==> config.mk <==
export PLATFORM = sky130hd
export DESIGN_NAME = controle_sprites
export DESIGN_NICKNAME = d
export VERILOG_FILES = /design/src/rtl/sprites_pkg.sv /design/src/rtl/passo_sprite.sv /design/src/rtl/controle_sprites.sv
export SDC_FILE = /design/constraint.sdc
export NUM_CORES = 1
export LEC_CHECK = 0
export CAP_MARGIN = 20
export CORE_MARGIN = 2
export CORE_UTILIZATION = 57
export CTS_BUF_LIST = sky130_fd_sc_hd__clkbuf_4 sky130_fd_sc_hd__clkbuf_8
export DETAILED_ROUTE_END_ITERATION = 8
export MAX_ROUTING_LAYER = met4
export PLACE_DENSITY = 0.88
export SETUP_SLACK_MARGIN = 0.2
export SLEW_MARGIN = 0
export SYNTH_ARGS = -nofsm -noshare
export SYNTH_HDL_FRONTEND = slang
export SYNTH_HIERARCHICAL = 1
export SYNTH_SLANG_ARGS = --single-unit
==> constraint.sdc <==
create_clock -name Clock -period 4 [get_ports Clock]
set_input_delay 0.8 -clock Clock [delete_from_list [all_inputs] [get_ports Clock]]
set_output_delay 0.8 -clock Clock [all_outputs]
set_load 0.1 [all_outputs]
==> src/rtl/sprites_pkg.sv <==
// Shared types and constants for the sprite position controller: sprite
// indices, command encodings, the default scene and the bus packing helper.
package sprites_pkg;

    localparam int NSPRITES = 6;

    localparam logic [2:0] IDX_CURSOR = 3'd0;
    localparam logic [2:0] IDX_ROBO   = 3'd1;
    localparam logic [2:0] IDX_LIXO3  = 3'd2;
    localparam logic [2:0] IDX_LIXO2  = 3'd3;
    localparam logic [2:0] IDX_LIXO1  = 3'd4;
    localparam logic [2:0] IDX_CELULA = 3'd5;

    typedef enum logic [1:0] {
        OP_ABS  = 2'b00,
        OP_STEP = 2'b01,
        OP_HIDE = 2'b10,
        OP_RSVD = 2'b11
    } op_t;

    typedef enum logic [1:0] {
        DIR_UP    = 2'b00,
        DIR_DOWN  = 2'b01,
        DIR_LEFT  = 2'b10,
        DIR_RIGHT = 2'b11
    } dir_t;

    // Column value Grafico never draws; marks a hidden sprite.
    localparam logic [3:0] HIDE_COL = 4'd15;

    typedef struct packed {
        logic [3:0] col;
        logic [2:0] row;
    } pos_t;

    typedef pos_t [NSPRITES-1:0] scene_t;

    typedef struct packed {
        logic [4*NSPRITES-1:0] cols;
        logic [3*NSPRITES-1:0] rows;
    } buses_t;

    // Opening scene of the game, shown after reset.
    function automatic scene_t default_scene();
        scene_t s;
        s[IDX_CURSOR] = '{col: 4'd6,  row: 3'd3};
        s[IDX_ROBO]   = '{col: 4'd1,  row: 3'd6};
        s[IDX_LIXO3]  = '{col: 4'd1,  row: 3'd2};
        s[IDX_LIXO2]  = '{col: 4'd10, row: 3'd5};
        s[IDX_LIXO1]  = '{col: 4'd6,  row: 3'd3};
        s[IDX_CELULA] = '{col: 4'd1,  row: 3'd5};
        return s;
    endfunction

    localparam scene_t DEFAULT_SCENE = default_scene();

    // Sprite i lands in cols[4i+3:4i] and rows[3i+2:3i].
    function automatic buses_t pack_scene(input scene_t s);
        buses_t b;
        for (int i = 0; i < NSPRITES; i++) begin
            b.cols[4*i +: 4] = s[i].col;
            b.rows[3*i +: 3] = s[i].row;
        end
        return b;
    endfunction

endpackage

==> src/rtl/passo_sprite.sv <==
// Next-position rule for one sprite: absolute write, one-cell step with
// edge saturation, hide. Flags every command that leaves the position alone
// because it is illegal or would leave the grid.
module passo_sprite
    import sprites_pkg::*;
#(
    parameter int NCOL = 12,
    parameter int NROW = 8
) (
    input  pos_t       atual,
    input  op_t        op,
    input  logic [3:0] coluna,
    input  logic [2:0] linha,
    output pos_t       proxima,
    output logic       erro
);

    // Compute the next position and the error flag for the current command.
    always_comb begin
        // NOTE: defaults first so every path assigns both outputs and no latch is inferred.
        proxima = atual;
        erro    = 1'b0;
        unique case (op)
            OP_ABS: begin
                if (int'(coluna) >= NCOL || int'(linha) >= NROW) begin
                    erro = 1'b1;
                end else begin
                    proxima = '{col: coluna, row: linha};
                end
            end
            OP_STEP: begin
                if (atual.col == HIDE_COL) begin
                    erro = 1'b1;
                end else begin
                    unique case (dir_t'(coluna[1:0]))
                        DIR_UP: begin
                            if (atual.row == 3'd0) erro = 1'b1;
                            else                   proxima.row = atual.row - 3'd1;
                        end
                        DIR_DOWN: begin
                            if (int'(atual.row) >= NROW - 1) erro = 1'b1;
                            else                             proxima.row = atual.row + 3'd1;
                        end
                        DIR_LEFT: begin
                            if (atual.col == 4'd0) erro = 1'b1;
                            else                   proxima.col = atual.col - 4'd1;
                        end
                        DIR_RIGHT: begin
                            if (int'(atual.col) >= NCOL - 1) erro = 1'b1;
                            else                             proxima.col = atual.col + 4'd1;
                        end
                    endcase
                end
            end
            OP_HIDE: proxima.col = HIDE_COL;
            OP_RSVD: erro = 1'b1;
        endcase
    end

endmodule

==> src/rtl/controle_sprites.sv <==
// Sprite position controller. Commands edit a shadow scene; the shadow is
// copied to the Grafico buses in one step at the start of each vertical
// sync, so a frame never shows a partially updated scene.
module controle_sprites
    import sprites_pkg::*;
#(
    parameter int NCOL = 12,
    parameter int NROW = 8
) (
    input  logic        Clock,
    input  logic        Reset,
    input  logic        VSync,
    input  logic        CmdValid,
    output logic        CmdReady,
    input  logic [1:0]  CmdOp,
    input  logic [2:0]  CmdIndice,
    input  logic [3:0]  CmdColuna,
    input  logic [2:0]  CmdLinha,
    output logic [23:0] ColunasSprites,
    output logic [17:0] LinhasSprites,
    output logic [7:0]  Quadro,
    output logic        Pendente,
    output logic        Erro
);

    typedef enum logic {IDLE, COMMIT} state_t;

    state_t state;
    logic   vs_meta, vs_sync, vs_prev;
    logic   vs_fall;
    scene_t shadow, shadow_d;
    pos_t   atual, proxima;
    logic   passo_erro, idx_ok, cmd_erro, accept;

    assign accept   = CmdValid && CmdReady;
    assign idx_ok   = int'(CmdIndice) < NSPRITES;
    assign cmd_erro = passo_erro || !idx_ok;
    // VSync is active low: a commit starts when the synchronized value drops.
    assign vs_fall  = vs_prev && !vs_sync;

    // Current position of the addressed sprite (zero for an illegal index).
    always_comb begin
        atual = '0;
        for (int i = 0; i < NSPRITES; i++) begin
            if (CmdIndice == 3'(i)) atual = shadow[i];
        end
    end

    passo_sprite #(
        .NCOL (NCOL),
        .NROW (NROW)
    ) u_passo (
        .atual   (atual),
        .op      (op_t'(CmdOp)),
        .coluna  (CmdColuna),
        .linha   (CmdLinha),
        .proxima (proxima),
        .erro    (passo_erro)
    );

    // Shadow after this cycle's command; a commit on the same edge takes this
    // value, so a command accepted on the commit edge is never split off.
    always_comb begin
        shadow_d = shadow;
        for (int i = 0; i < NSPRITES; i++) begin
            if (accept && !cmd_erro && CmdIndice == 3'(i)) shadow_d[i] = proxima;
        end
    end

    // Two-flop synchronizer for VSync plus the edge-detect register.
    always_ff @(posedge Clock or negedge Reset) begin
        // NOTE: sequential state uses non-blocking assignments so every flop samples pre-edge values.
        if (!Reset) begin
            vs_meta <= 1'b1;
            vs_sync <= 1'b1;
            vs_prev <= 1'b1;
        end else begin
            vs_meta <= VSync;
            vs_sync <= vs_meta;
            vs_prev <= vs_sync;
        end
    end

    // Commit FSM with registered outputs, shadow scene and command status.
    always_ff @(posedge Clock or negedge Reset) begin
        if (!Reset) begin
            state                           <= IDLE;
            CmdReady                        <= 1'b0;
            // NOTE: the shadow is a handful of flops, not a RAM, so it resets to the opening scene.
            shadow                          <= DEFAULT_SCENE;
            {ColunasSprites, LinhasSprites} <= pack_scene(DEFAULT_SCENE);
            Quadro                          <= 8'd0;
            Pendente                        <= 1'b0;
            Erro                            <= 1'b0;
        end else begin
            shadow <= shadow_d;
            Erro   <= accept && cmd_erro;
            if (accept && !cmd_erro) Pendente <= 1'b1;

            unique case (state)
                IDLE: begin
                    if (vs_fall) begin
                        state                           <= COMMIT;
                        CmdReady                        <= 1'b0;
                        {ColunasSprites, LinhasSprites} <= pack_scene(shadow_d);
                        Quadro                          <= Quadro + 8'd1;
                        Pendente                        <= 1'b0;
                    end else begin
                        CmdReady <= 1'b1;
                    end
                end
                COMMIT: begin
                    state    <= IDLE;
                    CmdReady <= 1'b1;
                end
            endcase
        end
    end

endmodule

==> metrics list <==
- The design draws 0.004018 W.
- Synthesis inferred 99 register bits.
- In this run the worst path has a maximum fanout of 13.
* Core area: 8763 um^2
* Placed cells: 709
- Using the TritonRoute via totals, the vias-per-cell ratio works out to 6.160.
- Classification of the worst setup path: in2reg
- Upper clock frequency limit: 0.2750 GHz
* Worst VDD drop: 350.7 uV
* Library cell used as clock root buffer: clkbuf_8
- Path type of the worst min-delay path: reg2reg
* Synthesis-to-layout area growth: 24.92%
* Top-level port count: 69
- Setup crit start kind: input port
* Wire length the detailed router placed on met1: 5916 um
- Routed wire length per instance: 19.10 um
* Slowest cell on the critical path: clkdlybuf4s50_1
* Normalized max-slew margin: 32.98%
- CTS sink cnt: 99
* Most used cells in the layout excluding fill and tap cells: 74 x nand2_1, 65 x clkdlybuf4s50_1, 56 x dfrtp_1, 49 x nor2_1, 46 x o21ai_0
* Gate Count Post-Synth: 534
- Combined area of the multi-input logic cells: 2524 um^2
- R2R Path Start: shadow[32]
- Number of pins exceeding their max-slew limit in the final report: 0
- In the final layout, the share of cells above drive strength 1 is 21.36%.
* Flip-flop and latch area: 2531 um^2
* Crit path capture type: flip-flop
* Count of maximum capacitance violations: 0
- Counting buffers and inverters, the worst setup path is 14 cells deep.
- TritonCTS clock tree: built
- At the later pin of the worst-skew pair, clock insertion delay measures 0.37 ns.
* Net count of the mapped netlist: 557
* Fillcell total: 634
* Via count: 4478
- Destination of the worst register-to-register timing path: ColunasSprites[1]
- Clock Pin Slew Worst Setup and Hold Paths: 0.10 ns
- Row generation in the floorplan step produced 34 rows.
- The number of global-route vias before repair is 4261.
- For the pin with the worst max-slew slack, the measured transition is 1.002 ns.
* First-pass detailed-route iteration total: 5
* Net count, final: 636
- Required time worst endpoint: 4.29 ns
- Hold Fails Final Rpt: 0
* FF-to-FF path depth: 14
* Die outline width: 99.11 um
- Measured on the finished design, the core utilization comes to 73.50%.
- The first global-routing pass estimated 22020 um of wire.
* Timing startpoint of the critical path: CmdIndice[2]
- The die covers 9823 um^2.
* Most used DFF post-synth: dfrtp_1
- HPWL after detailed placement: 9767 um
- Number of buffers and inverters on the critical path: 4
- Cell class contributing the biggest share of worst-path delay: buffers and inverters
- After synthesis, the mean cell area works out to 9.656 um^2.
- The critical path goes through clkdlybuf4s50_1, buf_4, o21a_1, a221oi_4, buf_4, ha_4, maj3_2, a2111oi_4, nor3b_1, a211oi_2, buf_4, nor3b_2, nand2_1, a31oi_1.
- Worst slack on hold paths: 0.3628 ns
- Outcome: finished, final reports clean
- The routed design could run at a clock period as short as 3.637 ns.
- In this run, CTS created clock tree buffers numbering 9.
- At the worst endpoint, the arrival time is 3.92 ns.
- Highest metal layer used by the detailed router: met4
- Global routing finished with a remaining overflow of 0.
- Height of the chip: 99.11 um
- Yosys printed 6 warnings.
* RSZ-0062 raised after global routing: false
- DR DRC count: 0
* Port bufs: 68
* Cell area after synthesis: 5156 um^2
- For this run, asynchronously set or reset flops after synthesis account for 100.0%.
- The share of the Yosys chip area taken by registers is 49.09%.
- CP dominant cell by count: buf_4
- Tcrit/Tclk final: 90.92%
- Setup violations remaining at the end of the flow were counted as 0.
- Final GP Congestion: 0.9077
- The finished layout holds 727 standard cells, fillers aside.
- Summed over all nets, wire length on met2 after detailed routing comes to 6774 um.
- Number of synthesized flops with an enable pin: 0
* Static Leakage: 2.710 nW
- Total wire length after detailed routing: 13890 um
* Count of routing violations after the opening detailed-route iteration: 287
- Number of antenna-violating nets in the routed design: 0
- End point of the critical path: ColunasSprites[1]
* Final worst clock skew: 0.01600 ns
- After synthesis, the netlist uses 60 different library cells.
- The library cell used most frequently in the layout, excluding fill and tap cells, is nand2_1.
* H-tree depth: 3
- Number of buffers on the longest clock path: 2
- Global routing used 29.42% of the available tracks.
* Number of antenna violations at the first check in global routing: 1
* TNS Setup: 0 ns
* Slack of the worst reg-to-reg path: 0.87 ns
- Entering global routing, the biggest net connects 75 pins.
- Power density of the placed cells: 623.8 nW/um^2
* Largest incremental delay on the critical path: 0.54 ns
* Initial Util: 58.84%
- Met3 layer wire length in the routed design: 865 um
[synth_stat cells (all sizes together) (5+ instances only)]
| library cell | number | area [um^2] |
|---|---|---|
| ha | 7 | 87.58 |
| clkbuf | 16 | 61.30 |
| o21a | 15 | 112.6 |
| nand2b | 7 | 51.30 |
| a21oi | 15 | 75.07 |
| o21ai | 48 | 240.2 |
| a31oi | 29 | 181.4 |
| o211ai | 14 | 105.1 |
| buf | 24 | 140.1 |
| a221oi | 8 | 70.07 |
| dfrtp | 56 | 1401 |
| xnor2 | 5 | 43.79 |
| nor3b | 8 | 60.06 |
| nand3 | 20 | 100.1 |
| nand2 | 74 | 277.8 |
| mux2i | 23 | 230.2 |
| inv | 7 | 26.27 |
| dfstp | 43 | 1130 |
| nor2b | 9 | 56.30 |
| mux2 | 8 | 101.3 |
| nor2 | 49 | 183.9 |
[report_power, final]
part / switching (W) / leakage (nW) / internal (W) / total (W)
Sequential: 0.000166 / 1.15 / 0.00130 / 0.00146
Clock: 0.000374 / 0.104 / 0.000307 / 0.000681
Combinational: 0.00136 / 1.46 / 0.000516 / 0.00187
[worst reg2reg max path: stages (launching register included)]
cell	delay, ns
dfstp_2	0.54
mux2i_1	0.07
o21a_1	0.20
a221oi_4	0.35
inv_1	0.09
ha_1	0.21
buf_4	0.14
or3b_1	0.15
a21oi_1	0.05
a2111oi_0	0.59
a211oi_2	0.14
buf_4	0.19
nor3b_2	0.17
nand2_1	0.08
a31oi_1	0.08
[cell families after synthesis]
logic type | count (synthesis) | synth area share (%)
AOI/OAI and AO/OA | 150 | 18.83
xor gates and xnor gates | 8 | 1.359
adders and majority gates | 8 | 1.917
buffers and inverters | 47 | 4.416
DFF | 99 | 49.09
muxes | 31 | 6.430
and+or+nand+nor | 191 | 17.96
[flip-flops by register name, summed over array words and instances, names as in the netlist]
signal          flops
CmdReady            1
ColunasSprites     24
Erro                1
LinhasSprites      18
Pendente            1
Quadro              8
shadow             42
state               1
vs_meta             1
vs_prev             1
vs_sync             1
[layer usage]
layer,track usage [%],vias up
met2,46.88,183
met4,10.12,0
met3,5.481,22
li1,-,2069
met1,38.22,2204
met5,-,-
[what timing repair did]
action / in CTS / in global routing
cloned: 0 / 0
gates resized for setup: 3 / 12
endpoints found under the setup margin: 4 / 76
endpoints found under the hold margin: 0 / 0
hold buffers: 0 / 0
setup buffers: 0 / 1
[worst min path at each step]
| stage | start | to | slack [ns] | cells past startpoint |
|---|---|---|---|---|
| global route | vs_meta | vs_sync | 0.37 | 0 |
| finish | vs_meta | vs_sync | 0.36 | 0 |
| floorplan | vs_meta | vs_sync | 0.35 | 0 |
| detailed placement | vs_meta | vs_sync | 0.35 | 0 |
| global placement | vs_meta | vs_sync | 0.35 | 0 |
| CTS | vs_meta | vs_sync | 0.36 | 0 |
[cell type report]
| cell class | count | area share, % |
|---|---|---|
| antenna | 1 | 0.03885 |
| clock buffer | 10 | 2.040 |
| clock inverter | 6 | 1.146 |
| inverter | 7 | 0.4079 |
| multi-input combinational | 388 | 39.18 |
| sequential | 99 | 39.30 |
| tap | 108 | 2.098 |
| timing repair buffer | 108 | 15.79 |
[per-stage QoR]
step,setup slack [ns],instance area (um^2)
3_5_place_dp,-0.2244,6137
3_3_place_gp,-0.2264,6137
6_report,0.3632,6441
2_1_floorplan,0.2284,5202
5_1_grt,0.2643,6441
4_1_cts,0.2216,6359
Power figures use the tool's default switching activity.
==> RTL change: new RTL, same flow settings <==
Remove the register `Erro`: a continuous assignment takes its place, so the output `Erro` follows one clock earlier.
--- a/src/rtl/controle_sprites.sv
+++ b/src/rtl/controle_sprites.sv
@@ -93,6 +93,4 @@
             Pendente                        <= 1'b0;
-            Erro                            <= 1'b0;
         end else begin
             shadow <= shadow_d;
-            Erro   <= accept && cmd_erro;
             if (accept && !cmd_erro) Pendente <= 1'b1;
@@ -119,2 +117,4 @@
 
+    assign Erro = accept && cmd_erro;
+
 endmodule
Function: changed (Yosys sat finds a counterexample within 4 cycles, from zero or initial values and one cycle with Reset low).
==> RTL change against the original RTL <==
Sequential cell count is 1 lower. Total power is 0.38% lower. Synthesized area is 0.49% lower. Wire length is 0.94% lower. Combinational power is 3% higher. Fmax is 4.3% lower. Core utilization is 2.3 points higher. Worst setup slack worse by 0.17 ns. Cell area is 2.6% higher. Largest cell class is now multi-input combinational cells. Largest power group unchanged.
==> RTL change: results (changes against the original RTL) <==
[power]
powerDensity_nw_per_um2=606  ; -2.9%
ir_drop_mv=0.433  ; +23%
power_leakage_nw=2.79  ; +2.9%

[placed_design]
dp.cells=723  ; +2.0%
dpl.hpwl_mm=9.48  ; -2.9%
dpl_cell_area_um2=6270  ; +2.2%
place_ws_ns=-0.0832  ; +0.141 ns

[grt]
grt_pass1_wl_mm=22.1  ; +0.25%
grt_max_degree=88  ; +17%
grt_antenna_before_repair=0  ; -1
grt_use_total_pct=28.9  ; -0.50 points
grt_pass1_vias=4503  ; +5.7%

[layout]
fin_nets=657  ; +3.3%
largest_reg_flops=42  ; unchanged
layoutNonFillerInstCount=747  ; +2.8%
fillCellCount=533  ; -16%
layout-drive-gt1-share_pct=24.6  ; +3.2 points
n_antenna_cell=0  ; -1

[sta]
max_freq_ghz=0.263  ; -4.3%
hold_ws_ns=0.365  ; +0.00267 ns
skew_ns=0.0145  ; -0.00154 ns
tightest_slew_ns=0.983  ; -0.0195 ns

[routing]
totalWireLength_mm=13.8  ; -0.94%
vias=4628  ; +3.3%
drt_iter0_drc=378  ; +32%

[yosys]
muxShareOfSynthArea_pct=6.46  ; +0.031 points
synthTopCellsByArea=dfrtp_1 (27%), dfstp_2 (22%), nand2_1 (5.4%)
synth-xor-area-share_pct=1.37  ; +0.0066 points
syn_nets=556  ; -0.18%
synth_common_cells=nand2_1 (74), dfrtp_1 (55), nor2_1 (49), o21ai_0 (46), dfstp_2 (43)
synth_cells=533  ; -0.19%
synth-compound-area-share_pct=18.9  ; +0.092 points

[setup_path]
r2r-end=ColunasSprites[17]
ff2ff_setup_slack_ns=0.56  ; -0.31 ns
crit_arrival_ns=3.00  ; -0.92 ns
crit_path_end=Erro
critPathMaxFanout=6  ; -7
critPathMaxStageDelay_ns=0.34  ; -0.20 ns
cp_slowest_cell=nor4b_2

[outcome]
status=finished clean

## RTL change: power breakdown
group	internal [mW]	switching [mW]	total [mW]
sequential	1.29	0.167	1.45
clock	0.259	0.374	0.633
combinational	0.548	1.37	1.92
total	2.09	1.91	4.00
## RTL change: cell type report
cell class | instances | area share (%)
sequential | 98 | 37.9
multi-input combinational | 388 | 38.6
timing repair buffer | 130 | 18.1
clock inverter | 6 | 0.909
clock buffer | 10 | 2.08
tap | 108 | 2.04
inverter | 7 | 0.398
## RTL change: repair_timing
action / in CTS / in global routing
resized for setup: 7 / 12
setup buffers: 1 / 7
setup endpoints to repair: 2 / 2
pin swaps: 2 / 3
endpoints found under the hold margin: 0 / 0
## RTL change: layer usage
layer / track usage, % / wire length (um) / vias to the layer above
met2: 45.9 / 6700 / 247
met5: - / 0 / -
met1: 37.2 / 5710 / 2236
li1: - / - / 2102
met4: 11.6 / 451 / 0
met3: 4.75 / 890 / 43
